`src/rtl/shader_issue_ctrl.sv`:
```
`default_nettype none
// shader_issue_ctrl: instruction fetch/decode/issue sequencer feeding the shader core.
// Define SHADER_ISSUE_PERF_EN to add saturating instr/stall/busy-cycle counters.
module shader_issue_ctrl #(
  parameter int         PC_WIDTH    = 10,
  parameter int         INSTR_WIDTH = 32,
  parameter logic [4:0] OP_LOAD     = 5'h10,
  parameter logic [4:0] OP_STORE    = 5'h11
) (
  input  logic                   clk,
  input  logic                   rst,
  input  logic                   i_start,
  input  logic [PC_WIDTH-1:0]    i_start_pc,
  input  logic                   i_abort,
  output logic                   o_imem_req,
  output logic [PC_WIDTH-1:0]    o_imem_addr,
  input  logic                   i_imem_valid,
  input  logic [INSTR_WIDTH-1:0] i_imem_data,
  output logic                   o_exec_en,
  output logic [4:0]             o_opcode,
  output logic [3:0]             o_rd_addr,
  output logic [3:0]             o_rs1_addr,
  output logic [3:0]             o_rs2_addr,
  output logic                   o_mem_req,
  input  logic                   i_mem_ready,
  output logic                   o_busy,
  output logic                   o_done,
`ifdef SHADER_ISSUE_PERF_EN
  output logic [31:0]            o_perf_instr,
  output logic [31:0]            o_perf_stall,
  output logic [31:0]            o_perf_cycles,
`endif
  output logic [PC_WIDTH-1:0]    o_pc
);

  localparam logic [2:0] S_IDLE   = 3'd0;
  localparam logic [2:0] S_FETCH  = 3'd1;
  localparam logic [2:0] S_DECODE = 3'd2;
  localparam logic [2:0] S_MEM    = 3'd3;
  localparam logic [2:0] S_EXEC   = 3'd4;
  localparam logic [2:0] S_WB     = 3'd5;
  localparam logic [2:0] S_DONE   = 3'd6;

  localparam logic [4:0] OP_NOP  = 5'h00;
  localparam logic [4:0] OP_HALT = 5'h1F;

  logic [2:0]          r_state;
  logic [2:0]          w_next;
  logic [PC_WIDTH-1:0] r_pc;
  logic [16:0]         r_ir;
  logic [4:0]          w_op;
  logic                w_unused;

  // Only the decoded fields [31:15] are kept; the low bits carry nothing for issue.
  assign w_op     = r_ir[16:12];
  assign w_unused = &{1'b0, i_imem_data[14:0]};

  always_comb begin
    w_next = r_state;
    case (r_state)
      S_IDLE:   if (i_start) w_next = S_FETCH;
      S_FETCH:  if (i_imem_valid) w_next = S_DECODE;
      S_DECODE: begin
        if (w_op == OP_HALT)                         w_next = S_DONE;
        else if (w_op == OP_NOP)                     w_next = S_FETCH;
        else if (w_op == OP_LOAD || w_op == OP_STORE) w_next = S_MEM;
        else                                         w_next = S_EXEC;
      end
      S_MEM:    if (i_mem_ready) w_next = S_EXEC;
      S_EXEC:   w_next = S_WB;
      S_WB:     w_next = S_FETCH;
      S_DONE:   w_next = S_IDLE;
      default:  w_next = S_IDLE;
    endcase
    if (i_abort) w_next = S_IDLE;
  end

  always_ff @(posedge clk) begin
    if (rst) begin
      r_state <= S_IDLE;
      r_pc    <= '0;
      r_ir    <= '0;
    end else begin
      r_state <= w_next;
      if (!i_abort) begin
        if (r_state == S_IDLE && i_start) r_pc <= i_start_pc;
        if (r_state == S_FETCH && i_imem_valid) r_ir <= i_imem_data[31:15];
        // PC advances only once the instruction has fully retired (after WB or a NOP decode).
        if ((r_state == S_DECODE && w_op == OP_NOP) || r_state == S_WB)
          r_pc <= r_pc + PC_WIDTH'(1);
      end
    end
  end

  assign o_imem_req  = (r_state == S_FETCH);
  assign o_imem_addr = r_pc;
  assign o_exec_en   = (r_state == S_EXEC);
  assign o_mem_req   = (r_state == S_MEM);
  assign o_busy      = (r_state != S_IDLE);
  assign o_done      = (r_state == S_DONE);
  assign o_pc        = r_pc;
  assign o_opcode    = r_ir[16:12];
  assign o_rd_addr   = r_ir[11:8];
  assign o_rs1_addr  = r_ir[7:4];
  assign o_rs2_addr  = r_ir[3:0];

`ifdef SHADER_ISSUE_PERF_EN
  logic [31:0] r_perf_instr;
  logic [31:0] r_perf_stall;
  logic [31:0] r_perf_cycles;
  logic        w_perf_clr;
  logic        w_stall;

  assign w_perf_clr = (r_state == S_IDLE) && i_start && !i_abort;
  assign w_stall    = (r_state == S_FETCH && !i_imem_valid) || (r_state == S_MEM && !i_mem_ready);

  always_ff @(posedge clk) begin
    if (rst || w_perf_clr) begin
      r_perf_instr  <= '0;
      r_perf_stall  <= '0;
      r_perf_cycles <= '0;
    end else begin
      if (r_state == S_EXEC && r_perf_instr != '1) r_perf_instr <= r_perf_instr + 32'd1;
      if (w_stall && r_perf_stall != '1)           r_perf_stall <= r_perf_stall + 32'd1;
      if (o_busy && r_perf_cycles != '1)           r_perf_cycles <= r_perf_cycles + 32'd1;
    end
  end

  assign o_perf_instr  = r_perf_instr;
  assign o_perf_stall  = r_perf_stall;
  assign o_perf_cycles = r_perf_cycles;
`endif

endmodule
`default_nettype wire

```
`config.mk`:
```
export PLATFORM = sky130hd
export DESIGN_NAME = shader_issue_ctrl
export DESIGN_NICKNAME = d
export VERILOG_FILES = /design/src/rtl/shader_issue_ctrl.sv
export SDC_FILE = /design/constraint.sdc
export NUM_CORES = 1
export LEC_CHECK = 0
export CAP_MARGIN = 20
export CORE_MARGIN = 3
export CORE_UTILIZATION = 40
export DETAILED_ROUTE_END_ITERATION = 7
export MAX_ROUTING_LAYER = met4
export PLACE_DENSITY = 0.84
export SKIP_CTS_REPAIR_TIMING = 1
export SYNTH_ARGS = -nofsm -noshare
export SYNTH_HDL_FRONTEND = slang
export SYNTH_SLANG_ARGS = --single-unit
```
`constraint.sdc`:
```
create_clock -name clk -period 2.5 [get_ports clk]
set_clock_uncertainty 0.05 [all_clocks]
set_input_delay 0.25 -clock clk [delete_from_list [all_inputs] [get_ports clk]]
set_output_delay 0.25 -clock clk [all_outputs]
set_load 0.1 [all_outputs]
```
==> impl_metrics.yaml <==
placement:
  place_inst: 300
  detailed_place_hpwl_mm: 3.38
  dp_slack_ns: 0.138
  gp_congestion: 0.861
  port_buffers: 74
  placed_cell_area_um2: 2340
critical_path:
  crit_type: "reg2reg"
  startpoint: "r_state[1]"
  critPathBufInv: 0
  cp_max_fo: 14
  end_kind: "flip-flop"
  arrival_ns: 2.29
  slowest_stage: "or4b_2"
  max_stage_delay_ns: 0.77
  crit_family: "simple AND/OR/NAND/NOR gates"
  worstSetupStartpointType: "flip-flop"
  timing.rr.start: "r_state[1]"
  cp_cell_sequence: "or4b_2, and2_1, a221oi_1, o32ai_1"
  critPathRequiredTime_ns: 2.61
pwr:
  clkPwrFrac: 0.323
  p_sw_frac: 0.363
  power_density_nw_per_um2: 536
  pwr-share-seq: 0.396
  p_int_w: 0.000829
  pwr-share-comb: 0.281
  vdd_drop_max_v: 0.000294
  p_sw_w: 0.000473
  power.leakage_nw: 1.06
grt:
  antenna_found_initial: 0
  track_usage: 0.184
  grt_max_degree: 21
  grt_overflow: 0
  grt_pass1_wl_mm: 7.51
  grt_pass1_vias: 1639
drt:
  vias: 1713
  routed_wl_mm: 4.69
  drtIter0Drc: 164
  via_per_inst: 5.56
  ant_nets: 0
  dr.pass1.iters: 5
  wl_per_cell_um: 15.2
  drc: 0
timing:
  period_needed_ns: 2.18
  tightest_slew_ns: 0.638
  holdWs_ns: 0.456
  slew_headroom: 0.571
  setup_slack_ns: 0.319
  max_freq_mhz: 458
  hold_violations: 0
  setup_viol: 0
  rsz0062_at_grt: "no"
  slew_viol_final: 0
  tns_ns: 0
  fin_crit_sh: 0.873
final_layout:
  layout-drive-gt1-share: 0.252
  diodes: 0
  fin_nets: 306
  stdcell_count: 308
  fin_area_um2: 2430
  syn_to_final_growth_pct: 35.8
die:
  fp-row-count: 23
  die-area_um2: 5320
  core_region_area_um2: 4140
  die_w_um: 72.9
  die_h_um: 72.9
  start_util: 0.432
  ios: 90
status:
  outcome: "completed"
synth:
  ys_seq_elements: 30
  synth_edf_count: 0
  syn_inst: 193
  synthesis.nets: 242
  syn-cell-area_um2: 1790
  ys_warn_count: 0
  avgSynthCellArea_um2: 9.28
  synth_cell_types: 48
  yosysTopAreaCellShare: 0.335
  synthTopCellsByArea: "dfxtp_1, mux2i_1, nor2_1"
  yosysSeqAreaShare: 0.335
  ys.flop_type: "dfxtp_1"
  yosysTopAreaCell: "dfxtp_1"
  postSynth.asyncResetShare: 0
clocking:
  clk_path_buf_depth: 2
  clk_root_buffer_cell: "clkbuf_8"
  path_clk_slew_ns: 0.07
  numCtsBuffers: 5
  worstSkewPairLatency_ns: 0.29
  cts_tree: "built"
  cts_max_level: 2
  cts.sinks: 30
min_path:
  hp-start: "r_ir[9]"
  hold_path_class: "reg2reg"
job:
  cap_violations: 0
==> final timing paths <==
path | to | slack [ns] | cells past startpoint
worst max-delay path | o_imem_addr[3] | 0.32 | 4
worst min-delay path | r_ir[9] | 0.46 | 2
worst max register to register | o_imem_addr[3] | 0.32 | 4
worst min register to register | r_ir[9] | 0.46 | 2
==> routing by layer <==
layer,GRT usage,vias to the layer above,share of wire
met5,-,-,0
met4,0.0635,0,0.013
met3,0.0606,8,0.091
met2,0.291,85,0.47
met1,0.219,786,0.43
li1,-,834,-
==> cell families after synthesis <==
family / Yosys count / synth area share
flops: 30 / 0.335
buf+inv: 25 / 0.117
mux: 25 / 0.140
simple gates: 79 / 0.248
fa+ha+maj: 1 / 0.00699
compound gates: 33 / 0.152
==> cells in the mapped netlist (4+ instances only) <==
cell type,number
dfxtp_1,30
a211oi_1,5
nand2b_1,8
nor2_1,22
o32ai_1,7
buf_4,10
nor2b_1,4
clkbuf_1,4
nand4b_1,4
a221oi_1,9
nand2_1,11
mux2i_1,25
==> registers in the layout, summed over array words and instances (netlist names) <==
| signal | count |
|---|---|
| o_imem_addr | 10 |
| r_state | 3 |
| r_ir | 17 |
==> tightest hold or removal path, delay by kind of cell (launching register included) <==
kind             cells  cell delay (ns)
flip-flops           1             0.33
AND/OR/NAND/NOR      1             0.07
multiplexers         1             0.07
==> placed cells by master (no fill, tap or decap), types with 6 or more instances in the layout <==
master,instances
nand2b_1,8
clkbuf_8,6
nand2_1,11
a221oi_1,9
mux2i_1,25
buf_4,48
clkdlybuf4s50_1,32
dfxtp_1,30
o32ai_1,7
nor2_1,22
==> power groups by stage <==
| stage | combinational, W | clock (W) | sequential [W] |
|---|---|---|---|
| after global routing | 0.000381 | 0.000456 | 0.000517 |
| after CTS | 0.000367 | 0.000433 | 0.000514 |
| after floorplan | 0.000187 | 0 | 0.000617 |
| after detailed placement | 0.000366 | 0 | 0.000525 |
| final | 0.000366 | 0.000421 | 0.000515 |
| after global placement | 0.000363 | 0 | 0.000524 |
==> metrics by stage <==
step,util,power [W]
after floorplan,-,0.000804
after global placement,0.564,0.000887
after detailed placement,0.564,0.000891
after CTS,0.587,0.00131
after global routing,0.587,0.00135
final,0.587,0.00130
==> area by class of cell <==
type / count / area (um2)
clock buffers: 6 / 82.6
clock inverters: 2 / 12.5
fillers: 376 / 1710
inverters: 2 / 7.51
multi-input cells: 138 / 985
flip-flops and latches: 30 / 601
well taps: 50 / 62.6
repair buffers: 80 / 681
Power figures use the tool's default switching activity.
